### src/rtl/slot_alloc.sv
// Round-robin slot/tag allocator. It tracks which slots are busy and offers the
// first free slot at or after a search pointer, wrapping circularly. The search
// runs in three stages: a barrel rotate by the pointer, a lowest-set-bit pick,
// and an encoder.
module slot_alloc #(
    parameter int W = 32
) (
    input  logic                 clk,
    input  logic                 rst,
    input  logic                 flush_i,
    output logic                 alloc_vld_o,
    input  logic                 alloc_rdy_i,
    output logic [$clog2(W)-1:0] alloc_id_o,
    input  logic                 free_vld_i,
    input  logic [$clog2(W)-1:0] free_id_i,
    output logic [$clog2(W):0]   count_o,
    output logic                 full_o,
    output logic                 err_o
);
    localparam int IW = $clog2(W);

    logic [W-1:0]  busy_r;
    logic [IW-1:0] ptr_r;
    logic [IW:0]   count_r;
    logic          err_r;

    logic [W-1:0]  free_rot;
    logic [W-1:0]  first_hot;
    logic [IW-1:0] offset;
    logic          accept;
    logic          free_ok;

    // Rotation (bs): bit k of free_rot is slot ptr_r+k, so bit 0 is the pointer slot.
    always_comb begin
        free_rot = '0;
        for (int k = 0; k < W; k++) begin
            free_rot[k] = ~busy_r[ptr_r + IW'(k)];
        end
    end

    // Priority (pri): isolate the lowest free bit, i.e. the nearest free slot from ptr_r.
    assign first_hot = free_rot & (~free_rot + W'(1));

    // Encoder (enc): convert the one-hot pick into a distance from ptr_r.
    always_comb begin
        offset = '0;
        for (int k = 0; k < W; k++) begin
            if (first_hot[k]) offset = offset | IW'(k);
        end
    end

    // Power-of-two W lets the add wrap modulo W by truncation.
    assign alloc_id_o  = ptr_r + offset;
    assign full_o      = (count_r == (IW+1)'(W));
    assign alloc_vld_o = ~full_o & ~flush_i;
    assign count_o     = count_r;
    assign err_o       = err_r;

    assign accept  = alloc_vld_o & alloc_rdy_i;
    assign free_ok = free_vld_i & busy_r[free_id_i];

    // State update. rst wins over flush, and flush wins over alloc and free.
    // The offered slot is always free and the freed slot is always busy,
    // so the two busy_r bit writes below never target the same bit.
    always_ff @(posedge clk) begin
        if (rst || flush_i) begin
            busy_r  <= '0;
            ptr_r   <= '0;
            count_r <= '0;
            err_r   <= 1'b0;
        end else begin
            if (accept) begin
                busy_r[alloc_id_o] <= 1'b1;
                ptr_r              <= alloc_id_o + IW'(1);
            end
            if (free_ok) begin
                busy_r[free_id_i] <= 1'b0;
            end
            case ({accept, free_ok})
                2'b10:   count_r <= count_r + (IW+1)'(1);
                2'b01:   count_r <= count_r - (IW+1)'(1);
                default: count_r <= count_r;
            endcase
            err_r <= free_vld_i & ~busy_r[free_id_i];
        end
    end

    // The counter must always match the busy vector.
    a_count_pop: assert property (@(posedge clk) disable iff (rst)
        count_r == (IW+1)'($countones(busy_r)));

    // A valid offer must never name a busy slot.
    a_offer_free: assert property (@(posedge clk) disable iff (rst)
        alloc_vld_o |-> !busy_r[alloc_id_o]);

    // Once out of reset, every output is fully defined.
    a_no_x: assert property (@(posedge clk) disable iff (rst)
        !$isunknown({alloc_vld_o, alloc_id_o, count_o, full_o, err_o}));

endmodule
### config.mk
export PLATFORM = sky130hd
export DESIGN_NAME = slot_alloc
export DESIGN_NICKNAME = d
export VERILOG_FILES = /design/src/rtl/slot_alloc.sv
export SDC_FILE = /design/constraint.sdc
export NUM_CORES = 1
export LEC_CHECK = 0
export ABC_AREA = 1
export CORE_UTILIZATION = 52
export DETAILED_ROUTE_END_ITERATION = 10
export PLACE_DENSITY = 0.71
export SLEW_MARGIN = 5
export SYNTH_ARGS = -nofsm -noshare
export SYNTH_HDL_FRONTEND = slang
export SYNTH_SLANG_ARGS = --single-unit
export TNS_END_PERCENT = 30
### constraint.sdc
create_clock -name clk -period 4.8 [get_ports clk]
set_input_delay 0.48 -clock clk [delete_from_list [all_inputs] [get_ports clk]]
set_output_delay 0.48 -clock clk [all_outputs]
set_load 0.005 [all_outputs]
# ---- Word-level counts from Yosys, hierarchy flattened
# Cells that the tools add are included.
dict set report word_totals {
  latchBits 0
  romBits 0
  output_inout_bits 14
  memories 0
  ramBits 0
  input_bits 10
  elab_cells 237
  ff_bits 44
}
dict set report classes {
  order_cmp 36
  multipliers 0
  n_mux 109
  shift 0
  n_eq_ne 3
  bitwise_logic 44
  div 0
  reduce_logical 5
  addsub 36
}
# cell n
set ops {}
lappend ops {{$lt 5x6->1 const B} 34}
lappend ops {{$bmux 1 s5} 33}
lappend ops {{$mux 32} 4}
lappend ops {{$mux 5} 18}
lappend ops {{$add 5x5->5 const B} 16}
lappend ops {{$and 32x32->32} 2}
lappend ops {{$not 32->32} 2}
lappend ops {{$add 5x4->5 const B} 8}
lappend ops {{$mux 1} 36}
lappend ops {{$not 1->1} 35}
lappend ops {{$add 32x1->32 const B} 1}
lappend ops {{$mux 4} 8}
lappend ops {{$or 32x32->32} 1}
lappend ops {{$add 5x3->5 const B} 4}
lappend ops {{$mux 3} 4}
lappend ops {{$pmux 6 s2} 1}
lappend ops {{$add 5x1->5 const B} 2}
lappend ops {{$add 5x2->5 const B} 2}
lappend ops {{$demux 1 s5} 2}
lappend ops {{$ge 5x1->1 const B} 2}
lappend ops {{$add 6x1->6 const B} 1}
lappend ops {{$eq 6x6->1 const B} 1}
lappend ops {{$mux 6} 1}
lappend ops {{$sub 6x1->6 const B} 1}
lappend ops {{9 further kinds} 14}

# ---- Logic depth before layout (Yosys ltp)
# Gate-level depths: netlist (run 1).
dict set report logic_depth {
  ltp_word 49
  mapped_depth 34
  depth_no_buf 31
}

# ---- Worst setup path after synthesis (run 1)
# Ideal clock, no wire load.
dict set report synth_timing {
  path_type {register to output}
  start {register ptr_r[1]}
  end {output alloc_id_o[4]}
  required_ns 4.320
  t_arrival_ns 4.156
  path_buffers 5
  setup_slack_ns 0.164
  stages_incl_launch_ff 31
  path_cell_list {dfxtp_1 buf_4 inv_2 buf_2 ha_1 buf_2 inv_2 buf_4 nand3_1 nand3_1 nand3_1 nand3_1 nand2_2 nand2_4 nor2_8 nand2_4 nor2_4 and2_4 nand2_1 o2111ai_1 nor3_1 nand4_1 ha_1 inv_1 fa_1 o21ai_0 xor2_1 inv_1 nand3_2 nand2_4 buf_6}
}
dict set report synth_via {
  elab_chain_cells 39
  elab_cells_between_ends 162
  classes_between {add/sub: 33; mux: 95; bitwise: 34}
}
# item line
set synth_lines {}
lappend synth_lines {{from (decl)} 23} ;# logic [IW-1:0] ptr_r;
lappend synth_lines {{from (signal assigned)} 74} ;# ptr_r <= alloc_id_o + IW'(1);
lappend synth_lines {{$add 5x1->5} 37} ;# free_rot[k] = ~busy_r[ptr_r + IW'(k)];
lappend synth_lines {{$bmux 1 s5} 37}
lappend synth_lines {{$mux 1 (not written as such)} 37}
lappend synth_lines {{$not 1->1} 37}
lappend synth_lines {{$not 32->32} 42} ;# assign first_hot = free_rot & (~free_rot + W'(1));
lappend synth_lines {{$add 32x1->32} 42}
lappend synth_lines {{$and 32x32->32} 42}
lappend synth_lines {{$mux 1} 48} ;# if (first_hot[k]) offset = offset | IW'(k);
lappend synth_lines {{$mux 2 (2 in series)} 48}
lappend synth_lines {{$mux 3 (4 in series)} 48}
lappend synth_lines {{$mux 4 (8 in series)} 48}
lappend synth_lines {{$mux 5 (16 in series)} 48}
lappend synth_lines {{$add 5x5->5 (*)} 53} ;# assign alloc_id_o = ptr_r + offset;
lappend synth_lines {{to (decl)} 13} ;# output logic [$clog2(W)-1:0] alloc_id_o,
# Every way passes the cells marked *; elsewhere a longest branch is shown, timed or not. The select of a mux whose other input is x is not followed.

# ---- Final worst setup path (run 1)
dict set report layout_timing {
  start {register ptr_r[3]}
  end {output alloc_id_o[4]}
}
# Same word-level chain as after synthesis.

==> results of run 1 <==
layout make-up:
| type | count | area, um2 | area share [%] |
|---|---|---|---|
| Multi-Input combinational cell | 849 | 4860 | 64.8 |
| Timing Repair Buffer | 118 | 975 | 13.0 |
| Sequential cell | 44 | 888 | 11.8 |
| Inverter | 113 | 437 | 5.82 |
| Tap cell | 143 | 179 | 2.38 |
| Clock buffer | 6 | 129 | 1.72 |
| Clock inverter | 2 | 35.0 | 0.467 |
cells in the final DEF, fill, tap and decap left out, types with 3 or more instances in the layout:
| cell | Yosys | layout |
|---|---|---|
| xor2_2 | 1 | 6 |
| buf_4 | 8 | 88 |
| xor2_4 | 0 | 3 |
| a22oi_1 | 7 | 7 |
| dfxtp_1 | 44 | 40 |
| a21oi_1 | 37 | 36 |
| nor2_8 | 3 | 3 |
| buf_6 | 10 | 6 |
| nand2_2 | 11 | 20 |
| a21oi_2 | 5 | 6 |
| nor2_4 | 4 | 6 |
| inv_2 | 5 | 8 |
| nor2_1 | 67 | 60 |
| dfxtp_2 | 0 | 3 |
| nor3_1 | 13 | 12 |
| inv_4 | 1 | 3 |
| ha_1 | 26 | 21 |
| o21ai_1 | 5 | 9 |
| o221ai_1 | 6 | 6 |
| clkbuf_16 | 0 | 5 |
| ha_2 | 0 | 3 |
| nor2_2 | 4 | 9 |
| nand2_1 | 251 | 237 |
| o21ai_2 | 4 | 5 |
| nand2_4 | 6 | 12 |
| clkinv_1 | 4 | 3 |
| clkdlybuf4s50_1 | 0 | 21 |
| inv_1 | 102 | 98 |
| xor2_1 | 21 | 13 |
| nand3_1 | 274 | 256 |
| nand3_2 | 4 | 21 |
| nand4_1 | 15 | 15 |
| o21ai_0 | 52 | 47 |
power breakdown:
part	leakage [nW]	total (mW)	switching (mW)	internal [mW]
sequential	0.357	0.374	0.00495	0.369
clock	0.0808	0.389	0.144	0.245
combinational	2.83	0.471	0.304	0.167
cells by family after synthesis:
group                    count (synthesis)  share of synthesized area [%]
AO/OA/AOI/OAI                          131                           12.9
flip-flops                              44                           14.5
adder cells (fa/ha/maj)                 28                           6.03
XOR/XNOR                                25                           3.74
buffers and inverters                  149                           11.4
AND/OR/NAND/NOR                        664                           51.4
sequential cells by signal (all words and copies together), names as in the netlist:
name and count:
err_o 1, ptr_r 5, count_o 6, busy_r 32
metrics by stage:
stage	cell area (um2)	power, mW	hold WS, ns
2_1_floorplan	6060	0.648	0.454
3_3_place_gp	6870	0.797	0.477
3_5_place_dp	6870	0.798	0.480
4_1_cts	7270	1.20	0.490
5_1_grt	7500	1.30	0.520
6_report	7500	1.23	0.488
layer usage:
layer,global-route usage (%),share of wire (%)
met5,0,0
met2,57.7,45
met3,6.58,8.2
met4,19.1,4.8
met1,48.6,42
worst max-delay path by stage:
stage                   from            end  cells past startpoint
floorplan           ptr_r[1]  alloc_id_o[4]                     30
detailed placement  ptr_r[0]  alloc_id_o[3]                     26
finish              ptr_r[3]  alloc_id_o[4]                     27
global placement    ptr_r[0]  alloc_id_o[3]                     28
CTS                 ptr_r[1]  alloc_id_o[3]                     27
global route        ptr_r[3]  alloc_id_o[4]                     28
timing repair:
action	CTS	global route
setup buffers	4	3
endpoints found under the setup margin	11	37
gates cloned	1	0
gates resized for setup	56	45
pin swaps	9	12
critical path: cells and delay by family, from the launching register on:
kind	cells	cell delay (ns)
buffers and inverters	7	0.94
XOR/XNOR	2	0.56
AND/OR/NAND/NOR	12	1.27
flip-flops	1	0.35
AO/OA/AOI/OAI	3	0.41
adder cells (fa/ha/maj)	3	0.75
==> flow_metrics.py, run 1 <==
metrics = {
    "critical_path": {
        "critPathMaxStageDelay_ns": 0.41,
        "cp_slowest_cell": "fa_1",
        "ff2ff_path_depth": 30,
        "timing.rr.end": "busy_r[18]",
        "worstPathMaxFanout": 5,
        "ff2ff_setup_slack_ns": -0.02,
        "critPathKind": "reg2out",
        "end_kind": "output pin",
        "r2r-start": "ptr_r[3]",
        "cp.required_ns": 4.32,
        "startpoint_type": "flop",
        "crit_path_frequent_cell": "nand2_2",
        "critPathArrivalTime_ns": 4.56,
    },
    "power_and_ir_drop": {
        "p_per_area_nw_per_um2": 165,
        "p_leak_nw": 3.27,
        "max-vdd-ir-drop_v": 0.000253,
    },
    "layout": {
        "fin_cells": 1275,
        "area_delta_synth_final_pct": 23.8,
        "nets": 1169,
        "final_util_pct": 66.0,
        "fillers": 1086,
        "diodes": 0,
        "layout-drive-gt1-share_pct": 19.8,
    },
    "timing": {
        "fin_skew_ns": 0.00334,
        "report.final.slew_viol_count": 0,
        "layout_setup_ws_ns": -0.241,
        "period_minus_slack_ns": 5.04,
        "tightest_slew_ns": 0.707,
        "fin_setup_tns_ns": -0.499,
        "relSlewSlack_pct": 52.5,
        "finalSetupViolations": 7,
        "fin_crit_sh_pct": 105,
        "rsz0062_at_grt": "true",
        "fmax_mhz": 198,
        "final_hold_viol_count": 0,
    },
    "floorplan": {
        "die_h_um": 110,
        "dieArea_um2": 12100,
        "start_util_pct": 53.3,
        "die_w_um": 110,
        "rows": 39,
        "ios": 24,
        "core_area_um2": 11400,
    },
    "logic_synthesis": {
        "synth.area.top_cells": "nand3_1, nand2_1, dfxtp_1, inv_1, ha_1",
        "synth_top_area_share_pct": 22.6,
        "synth_area_per_cell_um2": 5.82,
        "yosysMostFrequentCell": "nand3_1",
        "ys_warn_count": 0,
        "syn_area_um2": 6060,
        "syn_inst": 1041,
        "synth_fp_nets": 1079,
        "synth_seq_area_share_pct": 14.5,
        "synth.distinct_cells": 54,
        "ys_seq_elements": 44,
        "async_reset_ff_share_pct": 0,
        "synthFlopType": "dfxtp_1",
        "synth_edf_count": 0,
        "synth_largest_area_cell": "nand3_1",
        "synth_common_cells": "nand3_1, nand2_1, inv_1, nor2_1, o21ai_0",
    },
    "drt": {
        "wire_per_inst_um": 17.3,
        "route.detailed.drc": 0,
        "drt-pass1-iter-count": 8,
        "vias_per_cell": 5.94,
        "vias": 7578,
        "drt-initial-drc-count": 907,
        "drt-total-wl_mm": 22.1,
        "ant_nets": 0,
    },
    "clocking": {
        "tritoncts": "yes",
        "cts.path.max_buffers": 2,
        "clock_latency_ns": 0.29,
        "h-tree-depth": 2,
        "clock-root-buffer": "clkbuf_16",
        "cts_inserted_buffers": 5,
        "clk_pin_slew_ns": 0.06,
        "clock-sinks": 44,
        "cts_hold_buf": 0,
    },
    "grt": {
        "grt_overflow": 0,
        "grt_max_degree": 44,
        "antenna_found_initial": 0,
        "grtUsageTotal_pct": 37.0,
        "grt_first_pass_wirelength_mm": 34.2,
        "grt_pass1_vias": 6793,
    },
    "placed_design": {
        "gp_congestion": 1.01,
        "place_inst": 1259,
        "numPortBuffers": 23,
        "pre_cts_ws_ns": -0.175,
        "hpwl_mm": 17.1,
    },
    "min_path": {
        "hold_class": "reg2reg",
        "hp-start": "count_o[5]",
        "worst_hold_path.endpoint": "count_o[5]",
        "worstHoldPathCells": 2,
    },
    "run_status": {
        "failed_checks": "negative setup slack",
        "outcome": "finished, violations left",
    },
    "job": {
        "drv_cap": 0,
    },
}
(Power assumes the default switching activity.)
==> run 2: changes to the inputs <==
CORE_MARGIN = 5   (was unset)
CTS_CLUSTER_DIAMETER = 150   (was unset)
==> flow_metrics.py, run 2 (synthesized netlist as in run 1, its figures left out) <==
metrics = {
    "clocking": {
        "h-tree-depth": 2,
        "clock-sinks": 44,
        "cts_inserted_buffers": 5,
        "clock-root-buffer": "clkbuf_16",
        "cts.path.max_buffers": 2,
        "tritoncts": "yes",
        "clock_latency_ns": 0.29,
        "clk_pin_slew_ns": 0.07,
    },
    "timing": {
        "holdWs_ns": 0.498,
        "fin_crit_sh_pct": 101,
        "fin_setup_tns_ns": -0.0422,
        "relSlewSlack_pct": 55.2,
        "final_hold_viol_count": 0,
        "finalSetupViolations": 2,
        "rsz0062_at_grt": "true",
        "tightest_slew_ns": 0.666,
        "fin_skew_ns": 0.00441,
        "layout_setup_ws_ns": -0.0272,
        "fmax_mhz": 207,
        "report.final.slew_viol_count": 0,
        "period_minus_slack_ns": 4.83,
    },
    "grt": {
        "antenna_found_initial": 0,
        "grt_first_pass_wirelength_mm": 36.1,
        "grt_max_degree": 44,
        "grt_pass1_vias": 7084,
        "grt_overflow": 0,
        "grtUsageTotal_pct": 31.3,
    },
    "critical_path": {
        "critPathKind": "reg2out",
        "end_kind": "output pin",
        "worstPathMaxFanout": 8,
        "critPathArrivalTime_ns": 4.35,
        "cp_slowest_cell": "dfxtp_4",
        "critPathMaxStageDelay_ns": 0.37,
        "cp.required_ns": 4.32,
        "startpoint_type": "flop",
    },
    "layout": {
        "mostFrequentLayoutCell": "nand2_1",
        "largest_register": "busy_r",
        "largest_reg_flops": 32,
        "area.sequential_um2": 896,
        "final_cell_mix": "nand2_1, nand3_1, buf_4",
        "area_delta_synth_final_pct": 33.5,
        "fillers": 1026,
        "multi_input_area_um2": 5080,
        "final_util_pct": 70.9,
        "layout-drive-gt1-share_pct": 27.5,
        "fin_cells": 1320,
        "nets": 1214,
        "diodes": 0,
    },
    "job": {
        "drv_cap": 0,
    },
    "drt": {
        "vias_per_cell": 5.93,
        "vias": 7833,
        "route.detailed.drc": 0,
        "drt-initial-drc-count": 815,
        "drt-total-wl_mm": 23.0,
        "drt-pass1-iter-count": 6,
        "ant_nets": 0,
        "wire_per_inst_um": 17.4,
    },
    "power_and_ir_drop": {
        "p_per_area_nw_per_um2": 155,
        "max-vdd-ir-drop_v": 0.000305,
        "p_leak_nw": 3.52,
        "power_mw": 1.25,
    },
    "min_path": {
        "hold_class": "reg2reg",
    },
    "placed_design": {
        "place_inst": 1293,
        "numPortBuffers": 23,
        "gp_congestion": 1.03,
        "hpwl_mm": 17.8,
    },
    "floorplan": {
        "core_area_um2": 11400,
        "dieArea_um2": 13900,
        "rows": 39,
        "start_util_pct": 53.1,
        "die_h_um": 118,
        "ios": 24,
        "die_w_um": 118,
    },
    "run_status": {
        "failed_checks": "negative setup slack",
        "outcome": "finished, violations left",
    },
}
==> run 2: cell count changes in the layout (fill, tap and decap cells not counted), moves of 5 or more <==
cell     change
nor2_1       -7
nand2_2      +9
o21ai_1      -5
nand3_1     -26
inv_1        -5
nand2_1      -5
nand3_2     +26
buf_4       +43
nor2_2       +5
==> run 2: cell type report <==
type,instances,share of cell area [%]
clock buffers,5,1.55
clock inverters,3,0.294
inverters,113,5.58
multi-input cells,849,62.8
flip-flops and latches,44,11.1
well taps,143,2.21
repair buffers,163,16.5
==> run 2: path summary, 6_finish.rpt <==
check              from  cells after the start  slack [ns]       endpoint
max            ptr_r[1]                     29       -0.03  alloc_id_o[4]
min          count_o[5]                      2        0.50     count_o[5]
max reg2reg    ptr_r[1]                     32        0.17      busy_r[0]
min reg2reg  count_o[5]                      2        0.50     count_o[5]
==> run 2: power breakdown <==
| part | leakage, nW | switching (mW) | internal [mW] |
|---|---|---|---|
| clock | 0.0660 | 0.157 | 0.194 |
| combinational | 3.10 | 0.323 | 0.204 |
| sequential | 0.358 | 0.00485 | 0.368 |
| total | 3.52 | 0.485 | 0.766 |
==> run 2: what timing repair did <==
item,CTS,global route
setup buffers,9,9
endpoints found under the setup margin,4,38
resized for setup,69,98
hold buffers,0,0
hold endpoints to repair,0,0
pin swaps,16,31
cloned,1,0
==> run 2: per-stage QoR <==
stage | setup WS (ns) | cell area (um2)
global placement | -0.171 | 7140
CTS | -0.0488 | 7600
global route | -0.219 | 8090
finish | -0.0272 | 8090
detailed placement | -0.106 | 7140
floorplan | 0.164 | 6060
==> run 2: critical path: cells and delay by family, from the launching register on <==
kind / cells / cell delay [ns]
buf+inv: 9 / 1.11
xor+xnor: 2 / 0.41
flops: 1 / 0.37
fa+ha+maj: 2 / 0.49
compound gates: 1 / 0.18
simple gates: 15 / 1.50
==> run 2: per-layer routing <==
metal	vias to the layer above	share of wire, %	track usage, %
met2	429	46	51.3
met1	3550	42	42.0
met4	0	5.0	13.8
li1	3772	-	-
met5	-	0	0
met3	82	7.4	2.59
